File: config.mk
export PLATFORM = sky130hd
export DESIGN_NAME = arp_responder
export DESIGN_NICKNAME = d
export VERILOG_FILES = /design/src/rtl/arp_responder.sv
export SDC_FILE = /design/constraint.sdc
export NUM_CORES = 1
export LEC_CHECK = 0
export ABC_AREA = 1
export CORE_UTILIZATION = 50
export DETAILED_ROUTE_END_ITERATION = 8
export GPL_TIMING_DRIVEN = 0
export PLACE_DENSITY = 0.8
export SLEW_MARGIN = 15
export SYNTH_ARGS = -nofsm -noshare
export SYNTH_HDL_FRONTEND = slang
export SYNTH_SLANG_ARGS = --single-unit
File: constraint.sdc
create_clock -name clk -period 4 [get_ports clk]
set_clock_uncertainty 0.15 [all_clocks]
set_input_delay 0.4 -clock clk [delete_from_list [all_inputs] [get_ports clk]]
set_output_delay 0.4 -clock clk [all_outputs]
set_load 0.02 [all_outputs]
File: src/rtl/arp_responder.sv
// arp_responder: checks a received ARP packet for a request aimed at our IP and builds the 42-byte reply.
// Latency: first tx write 10 cycles after arp_ready is sampled; xmit and done follow the last write back to back.
// Backpressure: none; arp_ready low during CHECK/COPY aborts, and WAITREL holds until arp_ready drops.
//
// Ports:
//   clk, reset          system clock, synchronous active-high reset
//   arp_ready           buffer grant from the packet handler
//   mac, ip             our addresses (sampled once per grant)
//   rxd                 receive-buffer data, one cycle behind arp_rxa
//   arp_rxa             receive-buffer read address
//   arp_txa/txd/we      transmit-buffer write port
//   arp_len             reply length (42 while a reply is in the buffer)
//   arp_xmit, arp_done  one-cycle transmit request and completion strobes
`timescale 1ns/1ps
module arp_responder (
  input  logic        clk,
  input  logic        reset,
  input  logic        arp_ready,
  input  logic [47:0] mac,
  input  logic [31:0] ip,
  input  logic [7:0]  rxd,
  output logic [5:0]  arp_rxa,
  output logic [5:0]  arp_txa,
  output logic [7:0]  arp_txd,
  output logic        arp_we,
  output logic [5:0]  arp_len,
  output logic        arp_xmit,
  output logic        arp_done
);

  typedef enum logic [2:0] {IDLE, CHECK, COPY, XMIT, DONE, WAITREL} state_t;

  localparam logic [5:0] REPLY_LEN = 6'd42;
  localparam logic [5:0] LAST_BYTE = 6'd41;
  localparam logic [5:0] SHA_ADDR  = 6'd22;

  state_t      state;
  logic [47:0] mac_h;
  logic [31:0] ip_h;
  logic [2:0]  chk_idx;    // index of the check address currently on arp_rxa
  logic        chk_vld;    // rxd holds the byte for check index chk_idx-1
  logic        chk_drain;  // all 8 addresses issued, last compare pending
  logic        fail;
  logic [5:0]  byte_idx;   // reply byte whose rx data is on rxd this cycle

  logic [7:0]  mac_b [0:5];
  logic [7:0]  ip_b  [0:3];
  logic [2:0]  chk_cmp;
  logic [7:0]  chk_exp;
  logic        chk_mis;
  logic [7:0]  tx_nxt;

  for (genvar g = 0; g < 6; g++) begin : g_mac
    assign mac_b[g] = mac_h[47-8*g -: 8];
  end
  for (genvar g = 0; g < 4; g++) begin : g_ip
    assign ip_b[g] = ip_h[31-8*g -: 8];
  end

  // Receive addresses inspected during CHECK: ptype, opcode, target IP.
  function automatic logic [5:0] chk_addr(input logic [2:0] idx);
    case (idx)
      3'd0:    chk_addr = 6'd16;
      3'd1:    chk_addr = 6'd17;
      3'd2:    chk_addr = 6'd20;
      3'd3:    chk_addr = 6'd21;
      3'd4:    chk_addr = 6'd38;
      3'd5:    chk_addr = 6'd39;
      3'd6:    chk_addr = 6'd40;
      default: chk_addr = 6'd41;
    endcase
  endfunction

  // Receive address feeding reply byte idx; constant bytes park the address at 0.
  function automatic logic [5:0] rx_src(input logic [5:0] idx);
    if (idx <= 6'd5)
      rx_src = idx + 6'd22;
    else if (idx >= 6'd32 && idx <= LAST_BYTE)
      rx_src = idx - 6'd10;
    else
      rx_src = 6'd0;
  endfunction

  // The compare slot trails the address slot by one; chk_idx wraps 7->0 on
  // entering the drain cycle so chk_idx-1 still points at entry 7.
  always_comb begin
    chk_cmp = chk_idx - 3'd1;
    case (chk_cmp)
      3'd0:    chk_exp = 8'h08;
      3'd1:    chk_exp = 8'h00;
      3'd2:    chk_exp = 8'h00;
      3'd3:    chk_exp = 8'h01;
      default: chk_exp = ip_b[chk_cmp[1:0]];
    endcase
  end

  assign chk_mis = chk_vld && (rxd != chk_exp);

  always_comb begin
    tx_nxt = 8'h00;
    if (byte_idx <= 6'd5 || byte_idx >= 6'd32)
      tx_nxt = rxd;
    else if (byte_idx <= 6'd11)
      tx_nxt = mac_b[3'(byte_idx - 6'd6)];
    else if (byte_idx >= 6'd22 && byte_idx <= 6'd27)
      tx_nxt = mac_b[3'(byte_idx - 6'd22)];
    else if (byte_idx >= 6'd28)
      tx_nxt = ip_b[2'(byte_idx - 6'd28)];
    else begin
      case (byte_idx)
        6'd12:   tx_nxt = 8'h08;
        6'd13:   tx_nxt = 8'h06;
        6'd15:   tx_nxt = 8'h01;
        6'd16:   tx_nxt = 8'h08;
        6'd18:   tx_nxt = 8'h06;
        6'd19:   tx_nxt = 8'h04;
        6'd21:   tx_nxt = 8'h02;
        default: tx_nxt = 8'h00;
      endcase
    end
  end

  always_ff @(posedge clk) begin
    if (reset) begin
      state     <= IDLE;
      mac_h     <= '0;
      ip_h      <= '0;
      chk_idx   <= '0;
      chk_vld   <= 1'b0;
      chk_drain <= 1'b0;
      fail      <= 1'b0;
      byte_idx  <= '0;
      arp_rxa   <= '0;
      arp_txa   <= '0;
      arp_txd   <= '0;
      arp_we    <= 1'b0;
      arp_len   <= '0;
      arp_xmit  <= 1'b0;
      arp_done  <= 1'b0;
    end else begin
      case (state)
        IDLE: begin
          if (arp_ready) begin
            mac_h     <= mac;
            ip_h      <= ip;
            fail      <= 1'b0;
            chk_idx   <= 3'd0;
            chk_vld   <= 1'b0;
            chk_drain <= 1'b0;
            arp_rxa   <= chk_addr(3'd0);
            state     <= CHECK;
          end
        end

        CHECK: begin
          if (!arp_ready) begin
            arp_rxa <= '0;
            state   <= IDLE;
          end else if (chk_drain) begin
            byte_idx <= '0;
            if (fail || chk_mis) begin
              arp_rxa <= '0;
              state   <= DONE;
            end else begin
              // Byte 0's address was already issued in the drain slot.
              arp_rxa <= rx_src(6'd1);
              state   <= COPY;
            end
          end else begin
            if (chk_mis)
              fail <= 1'b1;
            chk_vld   <= 1'b1;
            chk_idx   <= chk_idx + 3'd1;
            chk_drain <= (chk_idx == 3'd7);
            arp_rxa   <= (chk_idx == 3'd7) ? SHA_ADDR : chk_addr(chk_idx + 3'd1);
          end
        end

        COPY: begin
          if (!arp_ready) begin
            arp_rxa <= '0;
            arp_txa <= '0;
            arp_txd <= '0;
            arp_we  <= 1'b0;
            arp_len <= '0;
            state   <= IDLE;
          end else begin
            arp_we  <= 1'b1;
            arp_txa <= byte_idx;
            arp_txd <= tx_nxt;
            arp_len <= REPLY_LEN;
            arp_rxa <= rx_src(byte_idx + 6'd2);
            if (byte_idx == LAST_BYTE)
              state <= XMIT;
            else
              byte_idx <= byte_idx + 6'd1;
          end
        end

        XMIT: begin
          arp_we   <= 1'b0;
          arp_txa  <= '0;
          arp_txd  <= '0;
          arp_rxa  <= '0;
          arp_xmit <= 1'b1;
          state    <= DONE;
        end

        DONE: begin
          arp_xmit <= 1'b0;
          arp_done <= 1'b1;
          state    <= WAITREL;
        end

        WAITREL: begin
          arp_done <= 1'b0;
          if (!arp_ready) begin
            arp_len <= '0;
            state   <= IDLE;
          end
        end

        default: state <= IDLE;
      endcase
    end
  end

endmodule

* After elaboration in Yosys (flattened, before gate mapping)
Cells that the tools add are included.
Widths: inputs -> output; s select.
** Word-level totals
- Register bits :: 124
- Input port bits :: 91
- Output and inout port bits :: 29
- Logic and storage cells :: 168
** Cells by class
- $add $sub $neg :: 9
- $lt $le $gt $ge :: 13
- Eq/ne operators :: 34
- Multiplexer cells :: 67
- Bitwise logic cells :: 4
- Reductions and logical operators :: 26
** Operators by type and width (number)
- $mux 8 :: 13
- $mux 6 :: 14
- $bmux 8 s3 :: 2
- $pmux 6 s7 :: 1
- $pmux 6 s2 :: 3
- $bmux 8 s2 :: 2
- $mux 3 :: 10
- $eq 6x5->1 const B :: 4
- $pmux 6 s4 :: 1
- $pmux 8 s3 :: 1
- $pmux 4 s5 :: 1
- $eq 3x2->1 const B :: 6
- $eq 3x3->1 const B :: 6
- $eq 6x4->1 const B :: 3
- $pmux 3 s6 :: 1
- $ne 2x2->1 const B :: 8
- $pmux 8 s2 :: 1
- $ge 6x5->1 const B :: 2
- $ge 6x6->1 const B :: 2
- $le 6x3->1 const B :: 2
- $pmux 1 s2 :: 6
- $reduce_bool 2->1 :: 6
- $reduce_and 5->1 :: 2
- $eq 3x1->1 const B :: 3
- other kinds (29) :: 53

* Longest topological paths before layout
- Depth in word-level cells :: 13
- Depth in mapped cells :: 22
- Gate-level depth less buffers :: 20

* Worst setup path after synthesis
No wires, ideal clock.
- Kind :: register to register
- Start :: register chk_idx[0]
- End :: register arp_rxa[1]
- Setup time :: 0.109 ns
- Arrival time :: 2.012 ns
- Required time :: 3.741 ns
- Setup slack :: 1.729 ns
- Stages on the path, launching flop included :: 22
- Path buffers :: 3
- Period minus slack after synthesis :: 2.271 ns
- Path through :: dfxtp_1 buf_6 inv_4 buf_6 ha_1 nor2_1 nand2_2 nand2_4 buf_6 nand4_1 nand2_1 inv_1 nand2_1 nor2_1 nand2_1 nand2_2 nand2_2 nand2_2 nand2_1 nand3_1 nand2_1 inv_1
** Between the ends
- Longest elaborated chain between the ends :: 13
- Elaborated cells on any way between the ends :: 29
- Those cells by class :: add/sub (2); eq/ne (11); mux (10); bitwise (1); reduce/logical (5)
** Ends and longest elaborated chain
- start, declared :: RTL line 40 : logic [2:0] chk_idx;
- start signal, assigned :: RTL line 173 : chk_idx <= chk_idx + 3'd1;
- $sub 3x1->3 :: RTL line 87 : chk_cmp = chk_idx - 3'd1;
- $not 2->3 (not written as such) :: RTL line 93 : default: chk_exp = ip_b[chk_cmp[1:0]];
- $bmux 8 s2 :: RTL line 93
- $mux 8 (not written as such) (2 in a row) :: RTL line 93
- $pmux 8 s3 :: RTL line 88 : case (chk_cmp)
- $ne 8x8->1 :: RTL line 97 : assign chk_mis = chk_vld && (rxd != chk_exp);
- $logic_and 1x1->1 :: RTL line 97
- $logic_or 1x1->1 :: RTL line 161 : if (fail || chk_mis) begin
- $mux 5 :: RTL line 161
- $mux 6 (*) :: RTL line 159 : end else if (chk_drain) begin
- $mux 6 (*) :: RTL line 156 : if (!arp_ready) begin
- $pmux 6 s4 (*) :: RTL line 141 : case (state)
- end signal, assigned :: RTL line 150 : arp_rxa <= chk_addr(3'd0);
- end signal, assigned :: RTL line 166 : arp_rxa <= rx_src(6'd1);
- end signal, assigned :: RTL line 175 : arp_rxa <= (chk_idx == 3'd7) ? SHA_ADDR : chk_addr(chk_idx + 3'd1);
- end, declared :: RTL line 22 : output logic [5:0] arp_rxa,
Every way passes the cells marked *; elsewhere a longest branch is shown, timed or not. The select of a mux whose other input is x is not followed.
A chain may end at the register's enable or synchronous reset.

* Final worst setup path
- Start :: register byte_idx[0]
- End :: register arp_rxa[2]
** Between the ends
- Longest elaborated chain between the ends :: 7
- Elaborated cells on any way between the ends :: 11
- Those cells by class :: add/sub (3); order compare (3); mux (4); reduce/logical (1)
** Ends and longest elaborated chain
- start, declared :: RTL line 44 : logic [5:0] byte_idx;
- start signal, assigned :: RTL line 196 : byte_idx <= byte_idx + 6'd1;
- $add 6x2->6 (*) :: RTL line 192 : arp_rxa <= rx_src(byte_idx + 6'd2);
- $ge 6x6->1 or $le 6x6->1 (tied branches) :: RTL line 78 : else if (idx >= 6'd32 && idx <= LAST_BYTE)
- $logic_and 1x1->1 :: RTL line 78
- $mux 6 :: RTL line 78
- $mux 6 (*) :: RTL line 76 : if (idx <= 6'd5)
- $mux 6 (*) :: RTL line 180 : if (!arp_ready) begin
- $pmux 6 s4 (*) :: RTL line 141
- end signal, assigned :: RTL line 150
- end signal, assigned :: RTL line 175
- end signal, assigned :: RTL line 192
Every way passes the cells marked *; elsewhere a longest branch is shown, timed or not.

==> summary.md <==
| Metric | Value |
|---|---|
| Status | `completed` |
| Total wire length | `19340 µm` |
| CORE AREA | `12160 µm²` |
| Final Power | `0.003771 W` |
| Clk_lat worst skew | `0.43 ns` |
| Max Slew Vio Count | `0` |
| Most common cell in the synthesized netlist | `nand2_1` |
| Largest net degree at the start of global routing | `17` |
| Initial antenna violation count | `0` |
| Clk sinks | `119` |
| Mapped Cells | `934` |
| DRC | `0` |
| Crit end category | `register` |
| Worst min path class | `in2reg` |
| RSZ-0062 raised after global routing | `false` |
| Design Area, Final | `8337 µm²` |
| Root Buffer | `clkbuf_16` |
| Crit Path Max Fanout | `13` |
| VDD IR max | `0.0003246 V` |
| Final HPWL DP | `14300 µm` |
| Synth area leader | `dfxtp_1` |
| CTS H-tree lvls | `4` |
| Pwr Density | `452.3 nW/µm²` |
| Clock Path Buffers | `2` |
| Post-Place Cell Area | `7686 µm²` |
| Data arrival, critical path | `3.09 ns` |
| Reg area | `2382 µm²` |
| Top FF cell, synth | `dfxtp_1` |
| Synth area leaders | `dfxtp_1 38%, a21oi_1 12%, o21ai_0 11%` |
| Synth top cells by count | `159 x nand2_1, 151 x a21oi_1, 138 x o21ai_0, 123 x inv_1, 119 x dfxtp_1` |
| Post-synth EDFFs | `0` |
| Setup Fix Bufs, Post-CTS | `0` |
| Multi-input combinational cell area | `3127 µm²` |
| Starting DRT DRC Count | `537` |
| GRT overflow | `0` |
| Final Util | `68.55%` |
| Number of global-route vias before repair | `6147` |
| Row cnt | `40` |
| Fin. Hold Viols | `0` |
| Total negative slack | `0 ns` |
| CP cell instances | `buf_2 -> clkinv_1 -> clkbuf_1 -> ha_1 -> o21ai_0 -> nand2_1 -> nand2_1 -> o21ai_2 -> nand2_1 -> or3_1 -> nand3_1 -> nand2_1 -> inv_1` |
| Setup Viol. Count Final | `0` |
| CP Launch Type | `register` |
| Mapped Area | `6317 µm²` |
| Layout Nets | `1175` |
| Slowest library cell on the worst path | `clkbuf_1` |
| CTS buffer count | `17` |
| Router iterations before antenna repair | `7` |
| Die W | `114.4 µm` |
| P&R area growth vs syn | `31.97%` |
| FMAX | `0.3491 GHz` |
| Initial Util | `51.94%` |
| Worst slew pin tran | `0.8028 ns` |
| DR WL/cell | `15.46 µm` |
| Post-CTS sizing | `0` |
| Clock transition at path regs | `0.06 ns` |
| Tmin final | `2.865 ns` |
| Chip Height | `114.4 µm` |
| Die Footprint | `13090 µm²` |
| Syn. warnings | `0` |
| Synth Area per Inst | `6.764 µm²` |
| Leakage power | `3.389 nW` |
| Hold slack | `0.2383 ns` |
| Maxcap violations | `0` |
| First-pass GRT wire length | `30500 µm` |
| Most used cell, CP | `nand2_1` |
| FFs w/ async S/R, synth | `0%` |
| GR Util All Layers | `30.76%` |
| Cell variety after synth | `37` |
| Sequential share of the synthesized area | `37.71%` |
| CTS tree | `built` |
| Routed Antenna Nets | `0` |
| Layout cell share with drive strength beyond 1 | `7.664%` |
| Max-Slew Margin vs Limit | `46.48%` |
| Via-to-Cell Ratio | `5.420` |
| Flip-flop and latch count after synthesis | `119` |
| Crit-path max cell delay | `0.51 ns` |
| Vias | `6781` |
| CP Class | `reg2reg` |
| Final GP Congestion | `0.9946` |
| FILL cells | `1065` |
| Ant. Diodes | `0` |
| Share of Yosys cell area claimed by the top area cell type | `37.71%` |
| Fin crit share | `71.62%` |
| CTS hold repair buffers | `0` |
| PortBufs | `115` |
| WP data required | `4.23 ns` |
| Top Ports | `120` |
## where the power goes
| group | internal, W | total [W] | switching [W] |
|---|---|---|---|
| Combinational | 0.000281 | 0.000729 | 0.000448 |
| Clock | 0.00111 | 0.00166 | 0.000553 |
| Sequential | 0.00131 | 0.00138 | 0.0000703 |
## cell usage in the layout (no fill, tap or decap), types with 2 or more instances in the layout
cell type,Yosys,layout
a21oi_1,151,151
buf_2,9,9
buf_4,8,8
buf_6,6,6
bufinv_16,0,4
clkbuf_1,36,36
clkbuf_16,0,17
clkbuf_8,0,4
clkdlybuf4s50_1,0,115
clkinv_1,2,2
clkinv_2,0,2
clkinv_4,0,2
clkinvlp_4,0,3
conb_1,1,3
dfxtp_1,119,119
ha_1,14,14
inv_1,123,123
inv_2,7,7
inv_4,2,2
nand2_1,159,159
nand2_2,9,9
nand2_4,2,2
nand3_1,71,71
nand3b_1,2,2
nand4_1,8,8
nor2_1,37,37
nor2_2,2,2
nor3_1,4,4
o211ai_1,7,7
o211ai_2,2,2
o21ai_0,138,138
xor2_1,3,3
## per-stage QoR
step	worst slack [ns]	instances
2_1_floorplan	1.729	936
4_1_cts	1.198	1251
3_5_place_dp	1.167	1219
6_report	1.135	1251
3_3_place_gp	1.184	1219
5_1_grt	0.9820	1251
## critical path, delay by kind of cell, from the launching register on
kind | cells | cell delay, ns
compound gates | 2 | 0.29
buf+inv | 4 | 0.95
simple gates | 6 | 0.84
fa+ha+maj | 1 | 0.26
flops | 1 | 0.32
## per-layer routing
metal  GRT usage [%]  vias to the layer above  part of all wire (%)
li1                -                     3343                     -
met1           39.41                     3110                    44
met2           50.30                      283                    46
met3           6.247                       45                   7.1
met4           13.16                        0                   3.1
met5               0                        -                     0
## state kept, by name, indices dropped and copies added (netlist names)
register and flops:
mac_b 48, ip_b 32, arp_txd 8, arp_rxa 6, arp_txa 6, byte_idx 6, chk_idx 3, state 3
arp_done 1, arp_len 1, arp_we 1, arp_xmit 1, chk_drain 1, chk_vld 1, fail 1
## worst paths after layout
path                     from    endpoint  slack, ns  cells past startpoint
setup reg to reg  byte_idx[0]  arp_rxa[2]       1.14                     13
setup / recovery  byte_idx[0]  arp_rxa[2]       1.14                     13
hold reg to reg     mac_b[41]   mac_b[41]       0.29                      2
hold / removal          reset  arp_txa[5]       0.24                      2
## cell type report
cell class,instances,area share (%)
Multi-Input combinational cell,624,37.51
Buffer,59,3.692
Clock inverter,11,2.041
Sequential cell,119,28.58
Timing Repair Buffer,115,13.81
Tap cell,168,2.521
Clock buffer,21,5.763
Inverter,134,6.093
## cell families (layout without fill, tap and decap cells)
| group | count (synthesis) | count (layout) | share of synthesized area, % |
|---|---|---|---|
| and+or+nand+nor | 297 | 297 | 20.44 |
| other | 1 | 3 | 0.05936 |
| buffers and inverters | 193 | 340 | 12.91 |
| AOI/OAI and AO/OA | 306 | 306 | 25.43 |
| adders and majority gates | 14 | 14 | 2.773 |
| xor gates and xnor gates | 4 | 4 | 0.6735 |
| DFF | 119 | 119 | 37.71 |
Note: power is estimated with default switching activity, not from simulation.
